## src/rtl/mem_port_arbiter_pkg.sv

```systemverilog
// Shared types for the unified memory port arbiter: FSM encoding, grant side,
// default abort data and the round-robin grant helper.
package mem_port_arbiter_pkg;

  typedef enum logic [1:0] {
    ST_IDLE   = 2'd0,
    ST_DM_ACC = 2'd1,
    ST_IF_ACC = 2'd2
  } arb_state_t;

  typedef enum logic {
    GRANT_IF = 1'b0,
    GRANT_DM = 1'b1
  } grant_t;

  localparam logic [31:0] ERR_DATA_DEFAULT = 32'hDEADBEEF;

  // When both sides want the port, the side that did not win last time goes first.
  function automatic grant_t pick_grant(input logic dm_pend, input logic if_req,
                                        input grant_t last_grant);
    if (dm_pend && if_req) begin
      return (last_grant == GRANT_IF) ? GRANT_DM : GRANT_IF;
    end else if (dm_pend) begin
      return GRANT_DM;
    end
    return GRANT_IF;
  endfunction

endpackage

```

## src/rtl/mem_port_arbiter_if.sv

```systemverilog
// External memory port bundle. The arbiter drives it through the master modport,
// the memory model answers through the slave modport.
// Handshake: mem_req is held with mem_addr/mem_we/mem_wdata stable until the
// memory returns mem_ack (sampled at posedge), which completes the access in that cycle.
interface mem_port_arbiter_if #(
  parameter int AW = 32,
  parameter int DW = 32
);
  logic          mem_req;
  logic          mem_we;
  logic [AW-1:0] mem_addr;
  logic [DW-1:0] mem_wdata;
  logic [DW-1:0] mem_rdata;
  logic          mem_ack;

  modport master (
    output mem_req, mem_we, mem_addr, mem_wdata,
    input  mem_rdata, mem_ack
  );

  modport slave (
    input  mem_req, mem_we, mem_addr, mem_wdata,
    output mem_rdata, mem_ack
  );
endinterface

```

## src/rtl/mem_port_arbiter_access_watchdog.sv

```systemverilog
// Per-access watchdog: counts cycles spent waiting for an ack and flags expiry
// on the last allowed cycle. Saturates instead of wrapping.
module access_watchdog #(
  parameter int TIMEOUT_CYC = 16
) (
  input  logic clk,
  input  logic reset,
  input  logic clear,
  input  logic run,
  output logic expired
);
  localparam int CW = (TIMEOUT_CYC > 2) ? $clog2(TIMEOUT_CYC) : 1;
  localparam logic [CW-1:0] LAST = CW'(TIMEOUT_CYC - 1);

  logic [CW-1:0] cnt_q, cnt_d;

  always_comb begin
    cnt_d = cnt_q;
    if (clear) begin
      cnt_d = '0;
    end else if (run && (cnt_q != LAST)) begin
      cnt_d = cnt_q + 1'b1;
    end
  end

  always_ff @(posedge clk or negedge reset) begin
    if (!reset) begin
      cnt_q <= '0;
    end else begin
      cnt_q <= cnt_d;
    end
  end

  assign expired = run & (cnt_q == LAST);

endmodule

```

## src/rtl/mem_port_arbiter.sv

```systemverilog
// Shares one memory port between instruction fetch and the EX/MEM data access,
// alternating on contention and stalling the pipeline until each access completes.
module mem_port_arbiter
  import mem_port_arbiter_pkg::*;
#(
  parameter int            AW          = 32,
  parameter int            DW          = 32,
  parameter int            TIMEOUT_CYC = 16,
  parameter logic [DW-1:0] ERR_DATA    = DW'(ERR_DATA_DEFAULT)
) (
  input  logic          clk,
  input  logic          reset,
  input  logic          if_req,
  input  logic [AW-1:0] if_addr,
  output logic [DW-1:0] if_rdata,
  output logic          if_done,
  input  logic          exm_mem_read,
  input  logic          exm_mem_write,
  input  logic [AW-1:0] exm_addr,
  input  logic [DW-1:0] exm_wdata,
  output logic [DW-1:0] dm_rdata,
  output logic          dm_done,
  output logic          stall_fetch,
  output logic          stall_pipe,
  output logic          err_timeout,
  output arb_state_t    dbg_state,
  mem_port_arbiter_if.master mem
);

  arb_state_t    state_q, state_d;
  grant_t        last_grant_q, last_grant_d;
  logic          mem_req_q, mem_req_d;
  logic          mem_we_q, mem_we_d;
  logic [AW-1:0] mem_addr_q, mem_addr_d;
  logic [DW-1:0] mem_wdata_q, mem_wdata_d;
  logic [DW-1:0] if_rdata_q, if_rdata_d;
  logic [DW-1:0] dm_rdata_q, dm_rdata_d;
  logic          if_done_q, if_done_d;
  logic          dm_done_q, dm_done_d;
  logic          err_timeout_q, err_timeout_d;

  logic          dm_pend, in_acc, ack_dm, ack_if, wd_expired, finish;
  logic [DW-1:0] ret_data;
  grant_t        grant;

  assign dm_pend  = exm_mem_read | exm_mem_write;
  assign in_acc   = (state_q == ST_DM_ACC) || (state_q == ST_IF_ACC);
  assign ack_dm   = (state_q == ST_DM_ACC) & mem.mem_ack;
  assign ack_if   = (state_q == ST_IF_ACC) & mem.mem_ack;
  assign grant    = pick_grant(dm_pend, if_req, last_grant_q);
  // An ack on the expiry cycle wins over the abort.
  assign finish   = in_acc & (mem.mem_ack | wd_expired);
  assign ret_data = mem.mem_ack ? mem.mem_rdata : ERR_DATA;

  access_watchdog #(.TIMEOUT_CYC(TIMEOUT_CYC)) u_watchdog (
    .clk     (clk),
    .reset   (reset),
    .clear   (~in_acc | mem.mem_ack),
    .run     (in_acc),
    .expired (wd_expired)
  );

  always_comb begin
    state_d       = state_q;
    last_grant_d  = last_grant_q;
    mem_req_d     = mem_req_q;
    mem_we_d      = mem_we_q;
    mem_addr_d    = mem_addr_q;
    mem_wdata_d   = mem_wdata_q;
    if_rdata_d    = if_rdata_q;
    dm_rdata_d    = dm_rdata_q;
    if_done_d     = 1'b0;
    dm_done_d     = 1'b0;
    err_timeout_d = err_timeout_q;

    case (state_q)
      ST_IDLE: begin
        if (dm_pend || if_req) begin
          mem_req_d = 1'b1;
          if (grant == GRANT_DM) begin
            state_d     = ST_DM_ACC;
            mem_we_d    = exm_mem_write;
            mem_addr_d  = exm_addr;
            mem_wdata_d = exm_wdata;
          end else begin
            state_d    = ST_IF_ACC;
            mem_we_d   = 1'b0;
            mem_addr_d = if_addr;
          end
        end
      end
      ST_DM_ACC, ST_IF_ACC: begin
        if (finish) begin
          state_d   = ST_IDLE;
          mem_req_d = 1'b0;
          mem_we_d  = 1'b0;
          if (mem.mem_ack) begin
            last_grant_d = (state_q == ST_DM_ACC) ? GRANT_DM : GRANT_IF;
          end else begin
            err_timeout_d = 1'b1;
          end
          if (state_q == ST_DM_ACC) begin
            dm_done_d = 1'b1;
            // A completed store leaves the load data untouched; an aborted one reports ERR_DATA.
            if (!(mem.mem_ack && mem_we_q)) begin
              dm_rdata_d = ret_data;
            end
          end else begin
            if_done_d  = 1'b1;
            if_rdata_d = ret_data;
          end
        end
      end
      default: begin
        state_d   = ST_IDLE;
        mem_req_d = 1'b0;
        mem_we_d  = 1'b0;
      end
    endcase
  end

  always_ff @(posedge clk or negedge reset) begin
    if (!reset) begin
      state_q       <= ST_IDLE;
      last_grant_q  <= GRANT_IF;
      mem_req_q     <= 1'b0;
      mem_we_q      <= 1'b0;
      mem_addr_q    <= '0;
      mem_wdata_q   <= '0;
      if_rdata_q    <= '0;
      dm_rdata_q    <= '0;
      if_done_q     <= 1'b0;
      dm_done_q     <= 1'b0;
      err_timeout_q <= 1'b0;
    end else begin
      state_q       <= state_d;
      last_grant_q  <= last_grant_d;
      mem_req_q     <= mem_req_d;
      mem_we_q      <= mem_we_d;
      mem_addr_q    <= mem_addr_d;
      mem_wdata_q   <= mem_wdata_d;
      if_rdata_q    <= if_rdata_d;
      dm_rdata_q    <= dm_rdata_d;
      if_done_q     <= if_done_d;
      dm_done_q     <= dm_done_d;
      err_timeout_q <= err_timeout_d;
    end
  end

  // Stalls are combinational so EX/MEM advances on the very edge its access completes;
  // they are forced low while reset is held.
  assign stall_pipe  = reset & dm_pend & ~ack_dm;
  assign stall_fetch = reset & (stall_pipe | (if_req & ~ack_if));

  assign mem.mem_req   = mem_req_q;
  assign mem.mem_we    = mem_we_q;
  assign mem.mem_addr  = mem_addr_q;
  assign mem.mem_wdata = mem_wdata_q;
  assign if_rdata      = if_rdata_q;
  assign dm_rdata      = dm_rdata_q;
  assign if_done       = if_done_q;
  assign dm_done       = dm_done_q;
  assign err_timeout   = err_timeout_q;
  assign dbg_state     = state_q;

endmodule

```

## src/flat_wrapper.sv

```systemverilog
// flat-port wrapper written by rule: the top's interface ports become plain ports
module mem_port_arbiter_flat import mem_port_arbiter_pkg::*;
#(
  parameter int            AW          = 32,
  parameter int            DW          = 32,
  parameter int            TIMEOUT_CYC = 16,
  parameter logic [DW-1:0] ERR_DATA    = DW'(ERR_DATA_DEFAULT)
)
  (clk, reset, if_req, if_addr, if_rdata, if_done, exm_mem_read, exm_mem_write, exm_addr, exm_wdata, dm_rdata, dm_done, stall_fetch, stall_pipe, err_timeout, dbg_state, mem_mem_req, mem_mem_we, mem_mem_addr, mem_mem_wdata, mem_mem_rdata, mem_mem_ack);
  mem_port_arbiter_if #(.AW(AW), .DW(DW)) mem_i ();
  input  logic clk;
  input  logic reset;
  input  logic if_req;
  input  logic [AW-1:0] if_addr;
  output logic [DW-1:0] if_rdata;
  output logic if_done;
  input  logic exm_mem_read;
  input  logic exm_mem_write;
  input  logic [AW-1:0] exm_addr;
  input  logic [DW-1:0] exm_wdata;
  output logic [DW-1:0] dm_rdata;
  output logic dm_done;
  output logic stall_fetch;
  output logic stall_pipe;
  output logic err_timeout;
  output arb_state_t dbg_state;
  output wire logic [$bits(mem_i.mem_req)-1:0] mem_mem_req;
  output wire logic [$bits(mem_i.mem_we)-1:0] mem_mem_we;
  output wire logic [$bits(mem_i.mem_addr)-1:0] mem_mem_addr;
  output wire logic [$bits(mem_i.mem_wdata)-1:0] mem_mem_wdata;
  input wire logic [$bits(mem_i.mem_rdata)-1:0] mem_mem_rdata;
  input wire logic [$bits(mem_i.mem_ack)-1:0] mem_mem_ack;
  assign mem_mem_req = mem_i.mem_req;
  assign mem_mem_we = mem_i.mem_we;
  assign mem_mem_addr = mem_i.mem_addr;
  assign mem_mem_wdata = mem_i.mem_wdata;
  assign mem_i.mem_rdata = mem_mem_rdata;
  assign mem_i.mem_ack = mem_mem_ack;
  mem_port_arbiter #(.AW(AW), .DW(DW), .TIMEOUT_CYC(TIMEOUT_CYC), .ERR_DATA(ERR_DATA)) u_core (.clk(clk), .reset(reset), .if_req(if_req), .if_addr(if_addr), .if_rdata(if_rdata), .if_done(if_done), .exm_mem_read(exm_mem_read), .exm_mem_write(exm_mem_write), .exm_addr(exm_addr), .exm_wdata(exm_wdata), .dm_rdata(dm_rdata), .dm_done(dm_done), .stall_fetch(stall_fetch), .stall_pipe(stall_pipe), .err_timeout(err_timeout), .dbg_state(dbg_state), .mem(mem_i));
endmodule
```

## config.mk

```make
export PLATFORM = sky130hd
export DESIGN_NAME = mem_port_arbiter_flat
export DESIGN_NICKNAME = d
export VERILOG_FILES = /design/src/rtl/mem_port_arbiter_pkg.sv /design/src/rtl/mem_port_arbiter_if.sv /design/src/rtl/mem_port_arbiter_access_watchdog.sv /design/src/rtl/mem_port_arbiter.sv /design/src/flat_wrapper.sv
export SDC_FILE = /design/constraint.sdc
export NUM_CORES = 1
export LEC_CHECK = 0
export ABC_CLOCK_PERIOD_IN_PS = 1650
export CAP_MARGIN = 15
export CORE_ASPECT_RATIO = 0.8
export CORE_MARGIN = 2
export CORE_UTILIZATION = 39
export CTS_BUF_LIST = sky130_fd_sc_hd__clkbuf_2
export DETAILED_ROUTE_END_ITERATION = 7
export PLACE_DENSITY = 0.82
export SYNTH_ARGS = -nofsm -noshare
export SYNTH_HDL_FRONTEND = slang
export SYNTH_SLANG_ARGS = --single-unit
```

## constraint.sdc

```tcl
create_clock -name clk -period 1.65 [get_ports clk]
set_input_delay 0.33 -clock clk [delete_from_list [all_inputs] [get_ports clk]]
set_output_delay 0.33 -clock clk [all_outputs]
set_load 0.01 [all_outputs]
```

# Word-level counts from Yosys, hierarchy flattened
# Index checks and enable logic that the tools add are counted.
[word_totals] reg_bits=140 latch_bits=0 mem_bits_rw=0 rom_bits=0 out_inout_bits=137 n_memories=0
[classes] n_addsub=1 multipliers=0 n_div=0 order_cmp=0 eq_ne=6 shifts=0 n_mux=26 bitwise_logic=18 reduce_logical=15
[ops] cell="32-bit 2-to-1 mux" n=2
[ops] cell="1-bit 2-to-1 mux" n=16
[ops] cell="3-bit AND reduction" n=4
[ops] cell="1-bit bitwise AND" n=8
[ops] cell="4-bit 2-to-1 mux" n=2
[ops] cell="2-bit 2-to-1 mux" n=3
[ops] cell="1-bit inverter" n=6
[ops] cell="4-bit by 1-bit adder with 4-bit output, second input constant" n=1
[ops] cell="4-bit == test, second input constant" n=1
[ops] cell="2-bit by 1-bit != test with 1-bit output, second input constant" n=2
[ops] cell="4-bit != test, second input constant" n=1
[ops] cell="1-bit OR" n=4
[ops] cell="1-bit case mux with 2 select lines" n=2
[ops] cell="2-bit case mux with 2 select lines" n=1
[ops] cell="2-bit AND reduction" n=2
[ops] cell="4-bit AND reduction" n=1
[ops] cell="1-bit logical AND" n=3
[ops] cell="2-bit by 1-bit == test with 1-bit output, second input constant" n=1
[ops] cell="2-bit == test, second input constant" n=1
[ops] cell="2-bit zero test" n=1
[ops] cell="1-bit logical OR" n=2
[ops] cell="2-bit nonzero test" n=1
[ops] cell="2-bit OR reduction" n=1

# Logic depth before layout (Yosys ltp)
[depth] word_depth=7 mapped_depth=7

# Modules after synthesis
# Synthesis repeated with hierarchy kept, for this count alone.
[hier_totals] cells_unflattened=439 area_unflattened_um2=5921.9
[by_module_without_submodules] module="mem_port_arbiter" n_inst=1 cells_per_inst=418 area_each_um2=5683.0
[by_module_without_submodules] module="access_watchdog" n_inst=1 cells_per_inst=21 area_each_um2=239.0

# Worst setup path before layout
# Ideal clock, no wire load.
[synth_timing] path_type="flip-flop to flip-flop" start="register u_core.state_q[0], in the netlist u_core.dbg_state[0]" end="register u_core.mem_we_q, in the netlist u_core.mem.mem_we" setup_ps=122 t_arrival_ps=1598 required_ps=1528 slack_ps=-69 path_stages_with_launch=7 path_buffers=1 cell_sequence="dfrtp_1 inv_1 ha_1 buf_2 nor2b_1 a21oi_1 a32o_1"
[synth_via] elab_chain_len=7 elab_cells_between_ends=12 classes_between="eq/ne (4); mux (1); bitwise (3); reduce/logical (4)"
[synth_lines] item="from (decl)" line="mem_port_arbiter.sv:30" text="arb_state_t state_q, state_d;"
[synth_lines] item="from (signal assigned)" line="mem_port_arbiter.sv:136" text="state_q <= state_d;"
[synth_lines] item="2-bit by 1-bit == test with 1-bit output / 2-bit == test (equally long branches)" line="mem_port_arbiter.sv:47, mem_port_arbiter.sv:76"
[synth_lines] item="1-bit logical OR" line="mem_port_arbiter.sv:47" text="assign in_acc = (state_q == ST_DM_ACC) || (state_q == ST_IF_ACC);"
[synth_lines] item="1-bit bitwise AND" line="mem_port_arbiter_access_watchdog.sv:34" text="assign expired = run & (cnt_q == LAST);"
[synth_lines] item="1-bit OR" line="mem_port_arbiter.sv:52" text="assign finish = in_acc & (mem.mem_ack | wd_expired);"
[synth_lines] item="1-bit bitwise AND" line="mem_port_arbiter.sv:52"
[synth_lines] item="2-bit by 1-bit != test with 1-bit output (no source line)"
[synth_lines] item="2-bit AND reduction (no source line)"
[synth_lines] item="to (signal assigned)" line="mem_port_arbiter.sv:139" text="mem_we_q <= mem_we_d;"
[synth_lines] item="to (decl)" line="mem_port_arbiter.sv:33" text="logic mem_we_q, mem_we_d;"
# Several ways; a longest one is shown, not always the timed one.
# A chain may end at the register's enable or synchronous reset.

# Worst setup path in the final report
[layout_timing] start="register u_core.state_q[1], in the netlist u_core.dbg_state[1]" end="output stall_fetch"
[layout_via] elab_chain_len=6 elab_cells_between_ends=10 classes_between="eq/ne (2); bitwise (8)"
[layout_lines] item="2-bit by 1-bit == test with 1-bit output / 2-bit == test (equally long branches)" line="mem_port_arbiter.sv:48, mem_port_arbiter.sv:49"
[layout_lines] item="1-bit bitwise AND (on tied branches)" line="mem_port_arbiter.sv:48, mem_port_arbiter.sv:49"
[layout_lines] item="1-bit inverter (on tied branches)" line="mem_port_arbiter.sv:152, mem_port_arbiter.sv:153"
[layout_lines] item="1-bit bitwise AND (on tied branches)" line="mem_port_arbiter.sv:152, mem_port_arbiter.sv:153"
[layout_lines] item="1-bit OR (*)" line="mem_port_arbiter.sv:153" text="assign stall_fetch = reset & (stall_pipe | (if_req & ~ack_if));"
[layout_lines] item="1-bit bitwise AND (*)" line="mem_port_arbiter.sv:153"
[layout_lines] item="to (decl)" line="flat_wrapper.sv:23" text="output logic stall_fetch;"
# Mark *: on every way between the ends. The rest lies on a longest branch, timed or not.

==> flow_summary.html <==
<table>
<tr><th>Metric</th><th>Value</th></tr>
<tr><th colspan="2">Clocking</th></tr>
<tr><td>Clock insertion delay at the later pin of the skew report</td><td>0.74 ns</td></tr>
<tr><td>Number of buffers between clock root and the deepest sink</td><td>2</td></tr>
<tr><td>TritonCTS clock tree</td><td>built</td></tr>
<tr><td>Inserted Clock Buffers</td><td>17</td></tr>
<tr><td>TritonCTS sink count</td><td>between 100 and 150</td></tr>
<tr><td>Worst-path clk slew</td><td>0.22 ns</td></tr>
<tr><td>Count of H-tree levels built during CTS</td><td>4</td></tr>
<tr><td>CTS root buf</td><td>clkbuf_2</td></tr>
<tr><th colspan="2">Logic synthesis</th></tr>
<tr><td>Biggest area contributors in the synthesized netlist</td><td>dfrtp_1, mux2_4, mux2i_1</td></tr>
<tr><td>Netlist area before placement</td><td>about 6200 um^2</td></tr>
<tr><td>Post-synth top flop</td><td>dfrtp_1</td></tr>
<tr><td>Synthesized area per cell</td><td>~12 um^2</td></tr>
<tr><td>Most numerous cell types in the synthesized netlist</td><td>dfrtp_1, nand2_1, o21ai_0</td></tr>
<tr><td>Synthesized instance count</td><td>around 500</td></tr>
<tr><td>Proportion of register bits with asynchronous set or reset after synthesis</td><td>1.00</td></tr>
<tr><td>Number of distinct library cells after synthesis</td><td>44</td></tr>
<tr><td>Post-synth EDFFs</td><td>0</td></tr>
<tr><td>#FFs+latches synth</td><td>140</td></tr>
<tr><td>Top cell type's share of synthesized area</td><td>0.565</td></tr>
<tr><td>Most common cell in the netlist</td><td>dfrtp_1</td></tr>
<tr><td>Warning count from the yosys run</td><td>0</td></tr>
<tr><td>Area leader, netlist</td><td>dfrtp_1</td></tr>
<tr><td>Number of nets produced by synthesis</td><td>about 630</td></tr>
<tr><td>Portion of the post-synthesis area used by sequential elements</td><td>0.565</td></tr>
<tr><th colspan="2">Setup path</th></tr>
<tr><td>Data required, critical path</td><td>~1.3 ns</td></tr>
<tr><td>Start point of the critical path</td><td>u_core.dbg_state[1]</td></tr>
<tr><td>Buffering stage count on the worst path with inverters included</td><td>2</td></tr>
<tr><td>Kind of capture point of the worst setup path</td><td>output pin</td></tr>
<tr><td>R2r setup slk</td><td>-0.22 ns</td></tr>
<tr><td>Critical path endpoint</td><td>stall_fetch</td></tr>
<tr><td>Worst reg2reg endpoint</td><td>u_core.mem.mem_we</td></tr>
<tr><td>Number of gates on the worst path with buffers counted</td><td>5</td></tr>
<tr><td>Worst-path maximum fanout</td><td>2</td></tr>
<tr><td>CP delay by family, top</td><td>flip-flops</td></tr>
<tr><td>Worst path max stage delay</td><td>~0.46 ns</td></tr>
<tr><td>Data arrival time at the worst-slack endpoint</td><td>between 1.5 and 2 ns</td></tr>
<tr><td>Crit path launch type</td><td>flip-flop</td></tr>
<tr><td>Worst reg2reg startpoint</td><td>u_core.dbg_state[0]</td></tr>
<tr><td>Slowest cell on the critical path</td><td>dfrtp_1</td></tr>
<tr><td>Startpoint-to-endpoint class of the critical path</td><td>reg -&gt; out</td></tr>
<tr><td>Number of cells on the worst reg-to-reg path</td><td>9</td></tr>
<tr><td>Crit path cell chain</td><td>buf_6 -&gt; ha_4 -&gt; o22ai_2 -&gt; o21a_1 -&gt; buf_2</td></tr>
<tr><th colspan="2">Layout</th></tr>
<tr><td>Sequential cell area</td><td>~3500 um^2</td></tr>
<tr><td>Share of cells above drive strength 1</td><td>0.488</td></tr>
<tr><td>Fin nets</td><td>slightly above 1,000</td></tr>
<tr><td>Number of antenna repair diodes</td><td>0</td></tr>
<tr><td>Synth-to-layout area growth</td><td>75.3%</td></tr>
<tr><td>Multi-input gate area</td><td>between 2000 and 3000 um^2</td></tr>
<tr><td>Fillers</td><td>around 1,100</td></tr>
<tr><td>Layout Utilization</td><td>0.694</td></tr>
<tr><td>Post-route cell area</td><td>between 10,000 and 15,000 um^2</td></tr>
<tr><th colspan="2">Floorplan</th></tr>
<tr><td>Area enclosed by the die boundary</td><td>approximately 17,000 um^2</td></tr>
<tr><td>Initial standard-cell utilization of the core</td><td>0.396</td></tr>
<tr><td>Die Span Y</td><td>around 120 um</td></tr>
<tr><td>Die X-Extent</td><td>~140 um</td></tr>
<tr><td>Cell Rows</td><td>slightly above 40</td></tr>
<tr><td>Number of primary I/O pins</td><td>around 270</td></tr>
<tr><td>Standard cell core area</td><td>about 16,000 um^2</td></tr>
<tr><th colspan="2">Global routing</th></tr>
<tr><td>Maximum number of pins on one net before global-route repair</td><td>between 100 and 150</td></tr>
<tr><td>Global-route wire length before repair</td><td>slightly above 30,000 um</td></tr>
<tr><td>Leftover overflow at the end of global routing</td><td>0</td></tr>
<tr><td>Antenna violations before repair</td><td>0</td></tr>
<tr><td>Number of global-route vias before repair</td><td>~5,800</td></tr>
<tr><td>GRT Total Usage</td><td>0.230</td></tr>
<tr><th colspan="2">STA</th></tr>
<tr><td>Final hold viol count</td><td>0</td></tr>
<tr><td>Min Clock Period, post-route</td><td>between 2 and 2.5 ns</td></tr>
<tr><td>Worst setup slack after layout</td><td>-0.526 ns</td></tr>
<tr><td>Total of endpoints with negative setup slack in the final report</td><td>132</td></tr>
<tr><td>Fmax</td><td>approximately 460 MHz</td></tr>
<tr><td>Final max-slew violation count</td><td>0</td></tr>
<tr><td>Tightest hold margin</td><td>0.0544 ns</td></tr>
<tr><td>Clock tree skew after final layout</td><td>~0.043 ns</td></tr>
<tr><td>Final clock period utilization by the worst path</td><td>1.32</td></tr>
<tr><td>Slew of the pin with the lowest slew margin</td><td>0.738 ns</td></tr>
<tr><td>Unrepaired setup endpoints after global routing</td><td>yes</td></tr>
<tr><td>Max_slew headroom</td><td>0.508</td></tr>
<tr><th colspan="2">Power and ir drop</th></tr>
<tr><td>Post-layout power</td><td>between 0.02 and 0.025 W</td></tr>
<tr><td>Power per cell area</td><td>around 2000 nW/um^2</td></tr>
<tr><td>Standby leakage power</td><td>slightly above 5 nW</td></tr>
<tr><td>Peak supply drop</td><td>between 1000 and 1500 uV</td></tr>
<tr><th colspan="2">Route</th></tr>
<tr><td>Antenna-violating nets left</td><td>0</td></tr>
<tr><td>Vias</td><td>5,877</td></tr>
<tr><td>1st-pass router iterations</td><td>4</td></tr>
<tr><td>Vias per cell</td><td>~5.2</td></tr>
<tr><td>WL per Instance</td><td>approximately 20 um</td></tr>
<tr><td>Number of remaining DRC errors</td><td>0</td></tr>
<tr><td>First-iteration detailed-routing DRC count</td><td>approximately 310</td></tr>
<tr><td>Detailed-route wire length</td><td>between 20,000 and 25,000 um</td></tr>
<tr><th colspan="2">Place</th></tr>
<tr><td>Number of buffers added on ports</td><td>270</td></tr>
<tr><td>RD Place Congestion</td><td>0.852</td></tr>
<tr><td>Post-detailed-placement cell area</td><td>9310 um^2</td></tr>
<tr><td>HPWL after detailed placement</td><td>approximately 13,000 um</td></tr>
<tr><td>Place WS</td><td>-0.446 ns</td></tr>
<tr><th colspan="2">Outcome</th></tr>
<tr><td>Violated checks</td><td>negative setup slack</td></tr>
<tr><td>Outcome</td><td>finished, violations left</td></tr>
<tr><th colspan="2">Flow run</th></tr>
<tr><td>Number of maximum-capacitance violations</td><td>0</td></tr>
<tr><th colspan="2">Min path</th></tr>
<tr><td>Path class of the lowest-slack min-delay path</td><td>in -&gt; async</td></tr>
</table>
-- power breakdown --
group | total (W) | internal, W | switching (W)
Sequential | 0.00630 | 0.00512 | 0.00119
Combinational | 0.0136 | 0.00774 | 0.00588
Clock | 0.00243 | 0.00103 | 0.00140
-- registers in the layout, summed over array words and instances, names as in the netlist, 2 cells and up --
signal and cells:
u_core.dbg_state 2, u_core.dm_rdata 32, u_core.if_rdata 32, u_core.mem.mem_addr 32, u_core.mem.mem_wdata 32, u_core.u_watchdog.cnt_q 4
-- layer usage --
| metal | track usage | routed length (um) | up-vias |
|---|---|---|---|
| li1 | - | - | 2639 |
| met1 | 0.287 | 8980 | 2951 |
| met2 | 0.394 | 11300 | 248 |
| met3 | 0.0664 | 1650 | 39 |
| met4 | 0.0686 | 434 | 0 |
| met5 | 0 | 0 | - |
-- worst register-to-register path: stages, from the launching register on --
cell and delay [ns]:
dfrtp_1 0.41, buf_6 0.12, inv_4 0.04, buf_4 0.12, buf_6 0.11, ha_4 0.27, nor2b_4 0.15, buf_6 0.12
a22o_4 0.23, a32o_1 0.20
-- timing repair --
action / in CTS / in global routing
setup buffers: 71 / 37
endpoints found under the hold margin: 140 / 0
endpoints found under the setup margin: 176 / 269
cloned: 1 / 13
gates resized for setup: 616 / 134
pin swaps: 9 / 14
hold buffers: 1 / 0
-- layout make-up --
type	count	share of cell area
Tap cell	215	0.0248
Inverter	6	0.00334
Sequential cell	140	0.323
Clock buffer	17	0.00783
Timing Repair Buffer	421	0.350
Multi-Input combinational cell	310	0.272
Clock inverter	15	0.0195
-- worst min-delay path by stage --
stage / from / endpoint / cells after the start
after floorplan: reset / u_core.dbg_state[0] / 0
after global routing: reset / u_core.mem.mem_addr[23] / 2
final: reset / u_core.mem.mem_addr[23] / 2
after CTS: reset / u_core.mem.mem_addr[23] / 2
after global placement: reset / u_core.mem.mem_addr[29] / 1
after detailed placement: reset / u_core.mem.mem_addr[28] / 1
-- cells by family after synthesis --
family / count (synthesis) / synth area share
AOI/OAI and AO/OA: 145 / 0.169
xor gates and xnor gates: 1 / 0.00141
adders and majority gates: 4 / 0.00808
buffers and inverters: 46 / 0.0378
DFF: 140 / 0.565
muxes: 66 / 0.131
and+or+nand+nor: 94 / 0.0868
-- metrics by stage --
step / cells / setup TNS, ns
floorplan: 496 / 0
global placement: 972 / -15.69
detailed placement: 972 / -21.23
CTS: 1075 / -10.83
global route: 1124 / -29.27
finish: 1124 / -9.97
-- cell usage in the layout, fill, tap and decap left out, types with 5 or more instances in the layout --
cell type          n
nand4b_1          24
buf_6             66
nand2_2            9
nand4_1            8
mux2_4            33
dfrtp_1          139
nand2_4            8
mux2i_1           33
o21ai_0           10
o21a_1            25
clkbuf_2          17
o21ai_1           19
a2bb2oi_1          5
clkbuf_16          8
o22ai_2           20
buf_12             8
a22o_1            18
buf_4            114
a2bb2oi_2         20
o21ai_2           12
nand2_1           27
buf_2             90
clkdlybuf4s50_1  131
o22ai_1            5
(Power assumes the default switching activity.)
